--- config.mk ---
export PLATFORM = sky130hd
export DESIGN_NAME = csi2_pkt_mux
export DESIGN_NICKNAME = d
export VERILOG_FILES = /design/src/rtl/csi2_pkt_mux.sv
export SDC_FILE = /design/constraint.sdc
export NUM_CORES = 1
export LEC_CHECK = 0
export CAP_MARGIN = 20
export CORE_MARGIN = 8
export CORE_UTILIZATION = 28
export CTS_BUF_LIST = sky130_fd_sc_hd__clkbuf_2 sky130_fd_sc_hd__clkbuf_4 sky130_fd_sc_hd__clkbuf_8
export DETAILED_ROUTE_END_ITERATION = 16
export MAX_ROUTING_LAYER = met4
export PLACE_DENSITY_LB_ADDON = 0.25
export REMOVE_ABC_BUFFERS = 1
export SYNTH_ARGS = -nofsm -noshare
export SYNTH_HDL_FRONTEND = slang
export SYNTH_SLANG_ARGS = --single-unit
--- constraint.sdc ---
create_clock -name clk_byte -period 6.7 [get_ports clk_byte]
set_input_delay 1.34 -clock clk_byte [delete_from_list [all_inputs] [get_ports clk_byte]]
set_output_delay 1.34 -clock clk_byte [all_outputs]
set_load 0.03 [all_outputs]
--- src/rtl/csi2_pkt_mux.sv ---
// CSI-2 packet multiplexer: merges NUM_CH packet streams onto one output,
// keeping long packets atomic and counting packets it has to discard.
module csi2_pkt_mux #(
  parameter int RX_DATA_WIDTH = 8,
  parameter int NUM_CH        = 4,
  parameter int ARB_MODE      = 0,
  parameter int VC_REMAP      = 0,
  localparam int SELW         = $clog2(NUM_CH),
  localparam int BPB          = RX_DATA_WIDTH / 8
) (
  input  logic                            clk_byte,
  input  logic                            reset,
  input  logic [SELW-1:0]                 mux_sel,
  input  logic [NUM_CH-1:0]               lp_en,
  input  logic [NUM_CH-1:0]               sp_en,
  input  logic [NUM_CH-1:0]               d2c_payload_en,
  input  logic [NUM_CH*RX_DATA_WIDTH-1:0] d2c_data,
  input  logic [NUM_CH*16-1:0]            wc,
  input  logic [NUM_CH*2-1:0]             vc,
  input  logic [NUM_CH*6-1:0]             dt,
  output logic                            lp_en_mux,
  output logic                            sp_en_mux,
  output logic                            d2c_payload_en_mux,
  output logic [RX_DATA_WIDTH-1:0]        d2c_data_mux,
  output logic [15:0]                     wc_mux,
  output logic [1:0]                      vc_mux,
  output logic [5:0]                      dt_mux,
  output logic [SELW-1:0]                 cur_ch,
  output logic [15:0]                     drop_cnt
);

  typedef enum logic {IDLE, LONG} state_t;

  state_t                   r_state, w_state;
  logic [SELW-1:0]          r_owner, w_owner;
  logic [SELW-1:0]          r_last, w_last;
  logic [SELW-1:0]          r_cur, w_cur;
  logic [15:0]              r_rem, w_rem;
  logic                     r_lp, w_lp;
  logic                     r_sp, w_sp;
  logic                     r_pe, w_pe;
  logic [RX_DATA_WIDTH-1:0] r_data, w_data;
  logic [15:0]              r_wc, w_wc;
  logic [1:0]               r_vc, w_vc;
  logic [5:0]               r_dt, w_dt;
  logic [15:0]              r_drop, w_drop;

  logic [SELW-1:0]          w_cand;
  logic                     w_cvalid;
  logic                     w_clp;
  logic                     w_csp;
  logic [15:0]              w_cwc;
  logic [1:0]               w_cvc;
  logic [5:0]               w_cdt;
  logic                     w_fwd;
  logic [16:0]              w_sum;

  // Round-robin search starts just past the last grant.
  always_comb begin
    w_cand = mux_sel;
    if (ARB_MODE == 1) begin
      logic w_found;
      w_found = 1'b0;
      w_cand  = r_last;
      for (int i = 1; i <= NUM_CH; i++) begin
        int k;
        k = (int'(r_last) + i) % NUM_CH;
        if (!w_found && (lp_en[k] || sp_en[k])) begin
          w_found = 1'b1;
          w_cand  = SELW'(k);
        end
      end
    end
  end

  always_comb begin
    w_cvalid = int'(w_cand) < NUM_CH;
    w_clp    = w_cvalid && lp_en[w_cand];
    w_csp    = w_cvalid && sp_en[w_cand];
    w_cwc    = wc[int'(w_cand)*16 +: 16];
    w_cdt    = dt[int'(w_cand)*6 +: 6];
    w_cvc    = (VC_REMAP == 1) ? 2'(w_cand)
                               : vc[int'(w_cand)*2 +: 2];
  end

  always_comb begin
    w_state = r_state;
    w_owner = r_owner;
    w_last  = r_last;
    w_cur   = r_cur;
    w_rem   = r_rem;
    w_lp    = 1'b0;
    w_sp    = 1'b0;
    w_pe    = 1'b0;
    w_data  = r_data;
    w_wc    = r_wc;
    w_vc    = r_vc;
    w_dt    = r_dt;
    w_fwd   = 1'b0;
    unique case (r_state)
      IDLE: begin
        if (w_clp || w_csp) begin
          w_fwd  = 1'b1;
          w_lp   = w_clp;
          w_sp   = !w_clp;
          w_wc   = w_cwc;
          w_vc   = w_cvc;
          w_dt   = w_cdt;
          w_last = w_cand;
          w_cur  = w_cand;
        end
        // A zero-length long packet has no payload to wait for.
        if (w_clp && (w_cwc != 16'd0)) begin
          w_state = LONG;
          w_owner = w_cand;
          w_rem   = w_cwc;
        end
      end
      LONG: begin
        if (d2c_payload_en[r_owner]) begin
          w_pe   = 1'b1;
          w_data = d2c_data[int'(r_owner)*RX_DATA_WIDTH +: RX_DATA_WIDTH];
          if (r_rem <= 16'(BPB)) begin
            w_state = IDLE;
            w_rem   = 16'd0;
          end else begin
            w_rem = r_rem - 16'(BPB);
          end
        end
      end
      default: w_state = IDLE;
    endcase
  end

  always_comb begin
    w_sum = {1'b0, r_drop}
          + 17'($countones(lp_en))
          + 17'($countones(sp_en))
          - 17'(w_fwd);
    w_drop = w_sum[16] ? 16'hFFFF : w_sum[15:0];
  end

  always_ff @(posedge clk_byte) begin
    if (reset) begin
      r_state <= IDLE;
      r_owner <= '0;
      r_last  <= SELW'(NUM_CH - 1);
      r_cur   <= '0;
      r_rem   <= '0;
      r_lp    <= 1'b0;
      r_sp    <= 1'b0;
      r_pe    <= 1'b0;
      r_data  <= '0;
      r_wc    <= '0;
      r_vc    <= '0;
      r_dt    <= '0;
      r_drop  <= '0;
    end else begin
      r_state <= w_state;
      r_owner <= w_owner;
      r_last  <= w_last;
      r_cur   <= w_cur;
      r_rem   <= w_rem;
      r_lp    <= w_lp;
      r_sp    <= w_sp;
      r_pe    <= w_pe;
      r_data  <= w_data;
      r_wc    <= w_wc;
      r_vc    <= w_vc;
      r_dt    <= w_dt;
      r_drop  <= w_drop;
    end
  end

  assign lp_en_mux          = r_lp;
  assign sp_en_mux          = r_sp;
  assign d2c_payload_en_mux = r_pe;
  assign d2c_data_mux       = r_data;
  assign wc_mux             = r_wc;
  assign vc_mux             = r_vc;
  assign dt_mux             = r_dt;
  assign cur_ch             = r_cur;
  assign drop_cnt           = r_drop;

endmodule

# --- Yosys cells after proc, flatten, opt, wreduce, memory -nomap -nowiden ---
# Index checks and enable logic that the tools add are counted.
classes:
  n_addsub: 10
  multipliers: 1
  div: 0
  n_lt_le_gt_ge: 3
  eq_ne: 2
  n_shift: 4
  n_mux: 18
  bitwise_logic: 2
  n_reduce_logical: 10
op_table:
  columns: ["op", "count"]
  rows:
  - ["16-bit 2-to-1 mux", 4]
  - ["64-bit by 7-bit indexed part select with 16-bit output", 1]
  - ["16-bit one-hot mux with 2 select lines", 1]
  - ["32-bit by 6-bit indexed part select with 8-bit output", 1]
  - ["24-bit by 6-bit indexed part select with 6-bit output", 1]
  - ["16-bit by 3-bit adder with 17-bit output", 1]
  - ["17-bit by 3-bit adder with 17-bit output", 1]
  - ["17-bit by 1-bit subtractor with 17-bit output", 1]
  - ["16-bit by 1-bit less-or-equal comparator with 1-bit output, second input constant", 1]
  - ["16-bit nonzero test", 1]
  - ["16-bit by 1-bit subtractor with 16-bit output, second input constant", 1]
  - ["1-bit 2-to-1 mux", 9]
  - ["1-bit by 1-bit adder with 2-bit output", 4]
  - ["2-bit AND reduction", 4]
  - ["8-bit by 4-bit indexed part select with 2-bit output", 1]
  - ["2-bit by 2-bit adder with 3-bit output", 2]
  - ["1-bit binary-select mux with 2-bit select", 3]
  - ["2-bit by 3-bit < comparator with 1-bit output, second input constant", 2]
  - ["2-bit by 2-bit multiplier with 4-bit output, second input constant", 1]
  - ["3-bit OR reduction", 1]
  - ["2-bit by 1-bit inequality test with 1-bit output, second input constant", 1]
  - ["2-bit inequality test, second input constant", 1]
  - ["1-bit NOT", 2]
  - ["1-bit one-hot mux with 2 select lines", 1]
  - ["other kinds (4)", 4]
totals:
  regBits: 72
  latch_bits: 0
  ram_bits: 0
  rom_bits: 0
  input_bits: 144
  output_inout_bits: 53
  word_cells: 62
  mem_count: 0

# --- Longest topological paths before layout ---
# Gate-level depths: netlist (run 1).
logic_depth:
  word_depth: 7
  ltp_mapped: 21
  mapped_depth_nobuf: 17

# --- Least setup slack after synthesis (run 1) ---
# OpenSTA, ideal clock, no wires.
synth_path:
  kind: "input port to flip-flop"
  start: "in mux_sel[1]"
  end: "reg r_drop[5] (netlist: drop_cnt[5])"
  setup_ps: 135
  t_arrival_ps: 6638
  required_ps: 6565
  path_slack_ps: -73
  stages: 20
  path_buffers: 4
  cell_sequence: "buf_2 > buf_2 > mux4_2 > o21ai_1 > inv_2 > clkbuf_1 > ha_1 > fa_1 > fa_1 > fa_1 > inv_1 > fa_1 > a211oi_1 > nor4b_1 > a211oi_1 > o21ai_1 > a31oi_1 > xnor2_1 > clkbuf_1 > a21oi_1"
synth_between:
  elab_chain_cells: 7
  elab_cells_between_ends: 9
  cone_classes: "add/sub: 1; mux: 7; reduce/logical: 1"
synth_lines:
  columns: ["element", "line", "text"]
  rows:
  - ["start, declared", "13", "input logic [SELW-1:0] mux_sel,"]
  - ["1-bit binary-select mux with 2-bit select, on equally long branches", "78, 79", null]
  - ["1-bit 2-to-1 mux, on equally long branches", "78, 79", null]
  - ["1-bit logical OR (*)", "102", "if (w_clp || w_csp) begin"]
  - ["1-bit 2-to-1 mux (*)", "102", null]
  - ["1-bit 2-to-1 mux (*)", "100", "unique case (r_state)"]
  - ["17-bit by 1-bit subtractor with 17-bit output (*)", "139", "- 17'(w_fwd);"]
  - ["16-bit 2-to-1 mux (*)", "140", "w_drop = w_sum[16] ? 16'hFFFF : w_sum[15:0];"]
  - ["end signal, assigned", "171", "r_drop <= w_drop;"]
  - ["end, declared", "46", "logic [15:0] r_drop, w_drop;"]
# Mark *: on every way between the ends. The rest lies on a longest branch, timed or not. The select of a mux whose other input is x is not followed.
# A chain may end at the register's enable or synchronous reset.

# --- Final worst setup path (run 1) ---
layout_path:
  start: "in lp_en[3]"
  end: "reg r_drop[4] (netlist: drop_cnt[4])"
layout_between:
  elab_chain_cells: 7
  elab_cells_between_ends: 11
  cone_classes: "add/sub: 5; mux: 5; reduce/logical: 1"
layout_lines:
  columns: ["element", "line", "text"]
  rows:
  - ["start, declared", "14", "input logic [NUM_CH-1:0] lp_en,"]
  - ["branches (longest 5 deep; another with 16-bit by 3-bit adder with 17-bit output)", null, null]
  - ["17-bit by 1-bit subtractor with 17-bit output (*)", "139", null]
  - ["16-bit 2-to-1 mux (*)", "140", null]
# Mark *: on every way between the ends. The select of a mux whose other input is x is not followed.

==> results of run 1 <==
-- power by group through the flow --
stage,logic [uW],registers (uW),clock network [uW]
3_3_place_gp,2160,626,0
6_report,2220,617,386
2_1_floorplan,1440,751,0
4_1_cts,2230,620,398
3_5_place_dp,2210,630,0
5_1_grt,2490,633,412
-- sequential cells by signal, summed over array words and instances, names as in the netlist --
register            flops
drop_cnt               16
r_rem                  16
wc_mux                 16
d2c_data_mux            8
dt_mux                  6
cur_ch                  2
r_owner                 2
vc_mux                  2
d2c_payload_en_mux      1
lp_en_mux               1
r_state                 1
sp_en_mux               1
-- critical path, delay by kind of cell --
kind	cells	cell delay (ns)
adders and majority gates	5	1.89
and+or+nand+nor	1	0.10
buffers and inverters	4	0.83
AOI/OAI and AO/OA	6	1.31
muxes	1	0.50
xor gates and xnor gates	1	0.27
-- worst min path at each step --
stage                                 start  slack, ns                       to
floorplan             r_rem[5]$_SDFFE_PP0P_       0.46    r_rem[5]$_SDFFE_PP0P_
global placement     dt_mux[4]$_SDFFE_PP0P_       0.44   dt_mux[4]$_SDFFE_PP0P_
detailed placement  wc_mux[13]$_SDFFE_PP0P_       0.45  wc_mux[13]$_SDFFE_PP0P_
CTS                  vc_mux[0]$_SDFFE_PP0P_       0.45   vc_mux[0]$_SDFFE_PP0P_
global route         dt_mux[5]$_SDFFE_PP0P_       0.47   dt_mux[5]$_SDFFE_PP0P_
finish               vc_mux[0]$_SDFFE_PP0P_       0.45   vc_mux[0]$_SDFFE_PP0P_
-- cell usage after synthesis, drive strengths merged, types with 4 or more instances --
cell	instances	area (um^2)
a211oi	7	62.6
a21o	6	45.0
a21oi	64	320
a31oi	5	31.3
buf	12	121
clkbuf	17	63.8
dfxtp	72	1440
fa	6	120
ha	47	588
inv	39	146
mux2i	16	160
mux4	35	811
nand2	75	282
nand2b	9	56.3
nand3	5	30.0
nand4	4	25.0
nor2	39	146
nor3	8	45.0
nor4	8	56.3
o21ai	21	109
or4	5	37.5
xnor2	10	87.6
xor2	9	78.8
-- layout make-up --
type,instances,area share [%]
timing repair buffer,206,27.2
clock inverter,6,1.13
tap,229,3.85
clock buffer,10,1.77
sequential,72,19.4
multi-input combinational,408,44.7
inverter,39,1.97
-- metrics by stage --
stage	instances	setup TNS [ns]	utilization [%]	hold slack, ns
final	970	0	41.5	0.452
after global routing	970	0	41.5	0.474
after CTS	970	0	41.5	0.455
after detailed placement	954	0	40.3	0.445
after global placement	954	0	40.3	0.439
after floorplan	519	-4.53	-	0.460
-- cell families after synthesis --
group	after synthesis
simple gates	163
compound gates	121
flops	72
buf+inv	68
fa+ha+maj	53
mux	52
xor+xnor	19
-- layer usage --
| layer | vias up | global-route usage (%) |
|---|---|---|
| met2 | 177 | 25.4 |
| met4 | 0 | 5.74 |
| li1 | 2355 | - |
| met3 | 21 | 3.85 |
| met1 | 2259 | 17.3 |
| met5 | - | - |
==> impl_metrics.py, run 1 <==
metrics = {
    "status": {
        "status": "complete, no violations",
    },
    "layout": {
        "regArea_mm2": 0.00144,
        "area_growth_pct": 46.0,
        "postLayoutCellArea_mm2": 0.00744,
        "final_layout_size_suffix_gt1_share_pct": 9.58,
        "mostFrequentLayoutCell": "clkdlybuf4s50_1",
        "antenna_cells": 0,
        "layout_common_cells": "193 x clkdlybuf4s50_1, 75 x nand2_1, 72 x dfxtp_1",
        "multi_input_area_mm2": 0.00333,
        "fillers": 1751,
        "nets": 933,
    },
    "yosys": {
        "yosys_warnings": 0,
        "synth.cell_area_mm2": 0.00509,
        "synthAdderAreaFrac_pct": 13.9,
        "synth_top_family_by_area": "multiplexers",
        "post_synth_xor_area_fraction_pct": 3.27,
        "synthArstFlopShare_pct": 0,
        "synth.yosys.seq_area_share_pct": 28.3,
        "syn_inst": 548,
        "synth_seq_cells": 72,
        "synth.area.mux_share_pct": 19.3,
        "synth_simple_gate_area_share_pct": 14.7,
        "synth_compound_area_share_pct": 14.0,
        "synth_flop_cell": "dfxtp_1",
        "synth-edff-count": 0,
        "ys_types": 55,
        "syn-mean-instance-area_um2": 9.30,
    },
    "pwr": {
        "combPwrFrac_pct": 68.9,
        "pwr-share-clk_pct": 12.0,
        "p_int_uw": 1740,
        "powerDensity_mw_per_mm2": 434,
        "peakVddDrop_uv": 250,
        "p_leak_uw": 0.00306,
        "pwr-share-seq_pct": 19.1,
        "power_uw": 3230,
        "p_switching_uw": 1490,
        "swShare_pct": 46.2,
    },
    "route": {
        "wl_met3_mm": 1.28,
        "wirelength_met1_mm": 7.05,
        "via_per_inst": 4.96,
        "drc": 0,
        "top_layer": "met4",
        "routedWlPerCell_um": 17.2,
        "routed_wl_mm": 16.7,
        "num_vias": 4812,
        "ant_nets": 0,
        "firstDrtPassIters": 5,
        "drt_iter0_markers": 185,
        "met2_length_mm": 8.03,
    },
    "worst_setup_path": {
        "reg2reg_slack_ns": 1.53,
        "r2r_start": "r_state$_SDFF_PP0_",
        "cp_max_fo": 11,
        "worstPathCellList": "clkdlybuf4s50_1 -> mux4_2 -> o21ai_2 -> inv_2 -> ha_1 -> fa_1 -> fa_1 -> fa_1 -> inv_1 -> fa_1 -> a211oi_1 -> nor4b_1 -> a211oi_1 -> o21ai_1 -> a31oi_1 -> xnor2_1 -> buf_4 -> a21oi_1",
        "r2r_end": "drop_cnt[4]$_SDFF_PP0_",
        "crit_top_cell": "fa_1",
        "crit_end": "drop_cnt[4]$_SDFF_PP0_",
        "arrival_ns": 6.25,
        "cpMaxStageDelayCell": "fa_1",
        "startpoint": "lp_en[3]",
        "critical_path_class": "input pin to flop",
        "worst_ep_required_time_ns": 6.90,
        "critPathLaunchType": "input pin",
        "max_stage_delay_ns": 0.51,
        "r2r_cells": 17,
        "critPathCaptureType": "flop",
    },
    "cts": {
        "numClockSinks": 72,
        "cts_tree": "done",
        "root_buffer": "clkbuf_8",
        "cts.clk_slew.worst_paths_ns": 0.07,
        "cts_resized": 0,
        "post_cts_buffers": 0,
        "cts.path.max_buffers": 2,
        "cts_made_buffers": 9,
        "postCtsHoldBufs": 0,
        "h-tree-depth": 3,
        "worstSkewPairLatency_ns": 0.37,
    },
    "place": {
        "placed_area_mm2": 0.00722,
        "gp_congestion": 0.856,
        "io_buffers": 196,
        "dp_hpwl_mm": 13.4,
        "dp_slack_ns": 0.300,
    },
    "floorplan": {
        "start_util_pct": 28.5,
        "rows": 49,
        "ios": 197,
        "dieArea_mm2": 0.0228,
        "coreArea_mm2": 0.0179,
        "die_h_um": 151,
        "die_w_um": 151,
    },
    "timing": {
        "max_freq_mhz": 165,
        "worst_slack_ns": 0.655,
        "relSlewSlack_pct": 44.7,
        "setup_violations": 0,
        "skew_ns": 0.0144,
        "maxSlewViolCount": 0,
        "period_share_pct": 90.2,
        "tightest_slew_ns": 0.829,
        "rsz0062_at_grt": "no",
        "hold_viol": 0,
        "period_minus_slack_ns": 6.05,
    },
    "global_route": {
        "antenna_found_initial": 0,
        "grt_start_max_net_pins": 73,
        "grt_pass1_vias": 5222,
        "grt_pass1_wl_mm": 26.5,
        "grt-ovfl-total": 0,
        "track_usage_pct": 15.2,
    },
    "job": {
        "max_cap_viol_count": 0,
    },
    "hold_path": {
        "hold_path.class": "flop to flop",
        "whs_path_depth": 2,
    },
}
Note: power is estimated with default switching activity, not from simulation.
==> run 2: changes to the inputs <==
--- a/config.mk
+++ b/config.mk
@@ -6,6 +6,7 @@
 export NUM_CORES = 1
 export LEC_CHECK = 0
 export CAP_MARGIN = 20
+export CORE_ASPECT_RATIO = 1.4
 export CORE_MARGIN = 8
 export CORE_UTILIZATION = 28
 export CTS_BUF_LIST = sky130_fd_sc_hd__clkbuf_2 sky130_fd_sc_hd__clkbuf_4 sky130_fd_sc_hd__clkbuf_8
==> impl_metrics.py, run 2 (synthesis results as in run 1) <==
metrics = {
    "status": {
        "status": "complete, no violations",
    },
    "worst_setup_path": {
        "r2r_start": "r_state$_SDFF_PP0_",
        "crit_top_cell": "fa_1",
        "crit_cells": 19,
        "reg2reg_slack_ns": 1.95,
        "worstPathCellList": "clkdlybuf4s50_1 -> mux4_2 -> o21ai_2 -> inv_2 -> ha_1 -> fa_1 -> fa_1 -> fa_1 -> inv_1 -> fa_1 -> a211oi_1 -> nor4b_1 -> a211oi_1 -> buf_4 -> o21ai_1 -> a31oi_1 -> xnor2_1 -> buf_12 -> a21oi_1",
        "max_stage_delay_ns": 0.66,
        "arrival_ns": 6.36,
        "r2r_end": "drop_cnt[1]$_SDFF_PP0_",
        "crit_family": "adder cells",
        "critPathCaptureType": "flop",
        "crit_buf_inv": 5,
        "cp_max_fo": 14,
        "r2r_cells": 19,
        "critical_path_class": "input pin to flop",
        "worst_ep_required_time_ns": 6.90,
        "cpMaxStageDelayCell": "clkdlybuf4s50_1",
        "critPathLaunchType": "input pin",
    },
    "floorplan": {
        "coreArea_mm2": 0.0179,
        "dieArea_mm2": 0.0228,
        "rows": 58,
        "start_util_pct": 28.4,
        "die_h_um": 176,
        "ios": 197,
        "die_w_um": 130,
    },
    "layout": {
        "nets": 932,
        "mostFrequentLayoutCell": "clkdlybuf4s50_1",
        "final_layout_size_suffix_gt1_share_pct": 9.32,
        "antenna_cells": 0,
        "fillers": 1767,
        "area_growth_pct": 46.2,
        "layout_common_cells": "194 x clkdlybuf4s50_1, 75 x nand2_1, 72 x dfxtp_1",
        "postLayoutCellArea_mm2": 0.00745,
    },
    "place": {
        "gp_congestion": 0.912,
        "io_buffers": 196,
        "dp_hpwl_mm": 13.7,
        "placed_area_mm2": 0.00725,
    },
    "route": {
        "routedWlPerCell_um": 17.3,
        "drc": 0,
        "routed_wl_mm": 16.9,
        "drt_iter0_markers": 286,
        "num_vias": 4868,
        "via_per_inst": 4.97,
        "firstDrtPassIters": 5,
        "ant_nets": 0,
    },
    "hold_path": {
        "hold_path.class": "flop to flop",
        "whs_path_depth": 2,
        "holdPathEnd": "dt_mux[5]$_SDFFE_PP0P_",
        "hp-start": "dt_mux[5]$_SDFFE_PP0P_",
    },
    "cts": {
        "cts.clk_slew.worst_paths_ns": 0.07,
        "cts_made_buffers": 9,
        "h-tree-depth": 3,
        "numClockSinks": 72,
        "cts.path.max_buffers": 2,
        "post_cts_buffers": 0,
        "worstSkewPairLatency_ns": 0.36,
        "root_buffer": "clkbuf_8",
        "cts_tree": "done",
        "cts_resized": 0,
        "postCtsHoldBufs": 0,
    },
    "global_route": {
        "grt_pass1_vias": 5159,
        "track_usage_pct": 15.3,
        "grt_start_max_net_pins": 73,
        "grt-ovfl-total": 0,
        "antenna_found_initial": 1,
        "grt_pass1_wl_mm": 26.7,
    },
    "timing": {
        "setup_tns_ns": 0,
        "period_share_pct": 92.0,
        "setup_violations": 0,
        "period_minus_slack_ns": 6.16,
        "skew_ns": 0.0139,
        "maxSlewViolCount": 0,
        "tightest_slew_ns": 0.818,
        "hold_ws_ns": 0.452,
        "rsz0062_at_grt": "no",
        "relSlewSlack_pct": 45.5,
        "max_freq_mhz": 162,
        "hold_viol": 0,
    },
    "job": {
        "max_cap_viol_count": 0,
    },
    "pwr": {
        "powerDensity_mw_per_mm2": 434,
        "peakVddDrop_uv": 198,
        "p_leak_uw": 0.00305,
    },
}
[run 2: worst max path at each step]
stage,startpoint,end,slack [ns]
final,mux_sel[1],drop_cnt[1]$_SDFF_PP0_,0.54
after global routing,mux_sel[1],drop_cnt[7]$_SDFF_PP0_,0.31
after CTS,mux_sel[1],drop_cnt[7]$_SDFF_PP0_,0.55
after detailed placement,mux_sel[1],drop_cnt[7]$_SDFF_PP0_,0.16
after global placement,mux_sel[1],drop_cnt[13]$_SDFF_PP0_,0.23
after floorplan,mux_sel[1],drop_cnt[13]$_SDFF_PP0_,-0.31
[run 2: per-layer routing]
layer	GRT usage (%)	vias to the layer above	wire, um
li1	-	2345	-
met1	16.4	2296	6580
met2	26.2	196	8730
met3	4.07	31	1130
met4	5.97	0	499
met5	-	-	0
[run 2: tightest hold or removal path, stage by stage (launching register included)]
cell and delay, ns:
dfxtp_1 0.31, nand2_1 0.05, a21oi_1 0.05
[run 2: stage by stage]
stage	setup slack, ns	power, uW	instances	utilization [%]
after floorplan	-0.306	2190	519	-
after global placement	0.228	2830	964	40.4
after detailed placement	0.165	2890	964	40.4
after CTS	0.549	3270	980	41.5
after global routing	0.314	3520	980	41.5
final	0.536	3230	980	41.5
[run 2: report_power, final]
group	switching, uW	internal, uW	total [uW]	leakage, uW
Clock	173	186	359	0.000103
Combinational	1230	1020	2260	0.00235
Sequential	86.8	533	620	0.000595
Total	1490	1740	3230	0.00305
[run 2: cell type report]
| type | instances | area, um^2 | share of cell area, % |
|---|---|---|---|
| Clock buffer | 11 | 145 | 1.95 |
| Clock inverter | 5 | 56.3 | 0.756 |
| Inverter | 39 | 146 | 1.97 |
| Multi-Input combinational cell | 408 | 3330 | 44.7 |
| Sequential cell | 72 | 1440 | 19.4 |
| Tap cell | 240 | 300 | 4.03 |
| Timing Repair Buffer | 205 | 2030 | 27.3 |
==> RTL edit: new RTL, config.mk and constraints of run 1 <==
Reset style: asynchronous (`reset`), changed in one clocked block.
--- a/src/rtl/csi2_pkt_mux.sv
+++ b/src/rtl/csi2_pkt_mux.sv
@@ -141,5 +141,5 @@
   end
 
-  always_ff @(posedge clk_byte) begin
+  always_ff @(posedge clk_byte or posedge reset) begin
     if (reset) begin
       r_state <= IDLE;
Behaviour: differs if reset is asserted again (counterexample within 4 cycles, from zero or initial values and one cycle with reset high); with reset held inactive, the same outputs for 10 cycles.
==> RTL edit against run 1 <==
Power decreased by 9.6%. Worst hold slack better by 29 ps. Core utilization down 0.19 points. First-iteration DRC count fell by 8.1%. Highest routed layer unchanged. Largest cell class unchanged. Final area is 2.6% higher. Routed wire length fell by 0.23%. Non-clock buffer count down 1. Global-route usage shrank 0.24 points. Sequential cell count unchanged. Critical endpoint is now drop_cnt[6]. Cell count decreased by 2.2%. Synthesized area increased by 2.0%. Worst setup slack worse by 270 ps.
==> RTL edit: results (changes against run 1) <==
- Post-cts gate resize count: 0 (unchanged)
- Worst reg2reg startpoint: r_state
- Synth Area per Inst: 10.1 sq um (+8.1%)
- Yosys cell types: 58 (+5.5%)
- Synth top area cells: dfrtp_1 (35%), mux4_2 (15%), ha_1 (11%)
- Worst Skew: 9.54 ps (-4.81 ps)
- Synth cell count leaders: nand2_1 (101), dfrtp_1 (72), ha_1 (47), inv_1 (39), o21ai_0 (38)
- Relative slew slack: 33.7% (-11 points)
- Worst hold path type: register to register
- Global placement routability congestion: 0.839 (-2.0%)
- Cells after DPL: 933 (-2.2%)
- Worst setup path start: mux_sel[1]
- Share of cells above drive strength 1: 11.6% (+2.0 points)
- First-pass GRT wire length: 27200 microns (+2.8%)
- DR vias: 4664 (-3.1%)
- LEAKAGE: 3.41 nW (+11%)
- Max H-tree Level: 3 (unchanged)
- Clk pin slew, worst setup/hold paths: 80 ps
- CTS root buf: clkbuf_8
- CP Data Arrival Time: 6560 ps (+310 ps)
- Seq/Total Area, Yosys: 34.7% (+6.4 points)
- Min-delay src: wc_mux[14]
- Critical Path Fanout Max: 12 (+1)
- Worst stage delay on the critical path: 550 ps (+40 ps)
- N_diodes: 0 (unchanged)
- Final Non-Filler Cells: 949 (-2.2%)
- Slowest stage cell, crit path: mux4_2
- Latest clock arrival within the worst-skew pair: 360 ps
- Port bufs: 196 (unchanged)
- Status: completed
- Primary FF master, synth: dfrtp_1
- Synth async-reset ratio: 100% (+100 points)
- Initial antenna violation count: 0 (unchanged)
- Final nets: 907 (-2.8%)
- Pint: 1.63 mW (-6.4%)
- Post-CTS Setup Bufs: 0 (unchanged)
- Number of global-route vias before repair: 5219 (-0.057%)
- DP HPWL: 13200 microns (-1.9%)
- Total track usage: 15.0% (-0.24 points)
- Avg WL per Cell: 17.5 microns (+2.0%)
- First DRT Iteration DRCs: 170 (-8.1%)
- Max VDD drop: 0.232 mV (-7.4%)
==> RTL edit: layout make-up <==
cell class	instances	area, sq um
fillers	1761	10800
multi-input cells	382	3130
repair buffers	205	2040
clock buffers	10	138
inverters	40	151
clock inverters	6	82.6
well taps	234	293
flip-flops and latches	72	1800
==> RTL edit: final timing paths <==
check                                     end  slack (ps)  cells after the start
hold / removal                     wc_mux[14]         480                      2
setup / recovery                  drop_cnt[6]         390                     18
hold reg to reg                    wc_mux[14]         480                      2
setup reg to reg                  drop_cnt[6]        1710                     16
min in group asynchronous        drop_cnt[11]        1580                      3
max in group asynchronous  d2c_payload_en_mux        4450                      3
==> RTL edit: metrics by stage <==
step	area (sq um)	setup slack [ps]	utilization [%]
6_report	7630	387	41.3
5_1_grt	7630	76.0	41.3
4_1_cts	7630	446	41.3
3_5_place_dp	7410	53.4	40.2
3_3_place_gp	7400	140	40.1
2_1_floorplan	5080	-1640	-
==> RTL edit: layer usage <==
| metal | track usage, % | part of all wire, % | vias up |
|---|---|---|---|
| li1 | - | - | 2255 |
| met1 | 16.6 | 42 | 2236 |
| met2 | 26.7 | 52 | 151 |
| met3 | 2.21 | 3.8 | 22 |
| met4 | 5.90 | 2.2 | 0 |
| met5 | - | 0 | - |
==> RTL edit: cell families (layout without fill, tap and decap cells) <==
group / after synthesis / count (layout) / share of synthesized area (%)
xor+xnor: 13 / 13 / 2.19
fa+ha+maj: 53 / 53 / 13.6
compound gates: 101 / 101 / 12.3
simple gates: 169 / 169 / 14.4
mux: 46 / 46 / 17.5
flops: 72 / 72 / 34.7
buf+inv: 63 / 261 / 5.22
==> RTL edit: critical path, delay by kind of cell <==
| family | cells | cell delay, ps |
|---|---|---|
| muxes | 1 | 550 |
| adders and majority gates | 5 | 1870 |
| xor gates and xnor gates | 1 | 310 |
| buffers and inverters | 5 | 990 |
| AOI/OAI and AO/OA | 5 | 1300 |
| and+or+nand+nor | 1 | 180 |
==> RTL edit: power by group through the flow <==
stage / Combinational, mW / Clock (mW) / Sequential, mW
2_1_floorplan: 1.25 / 0 / 0.692
3_3_place_gp: 1.87 / 0 / 0.610
3_5_place_dp: 1.91 / 0 / 0.610
4_1_cts: 1.93 / 0.411 / 0.603
5_1_grt: 2.17 / 0.430 / 0.611
6_report: 1.92 / 0.398 / 0.602
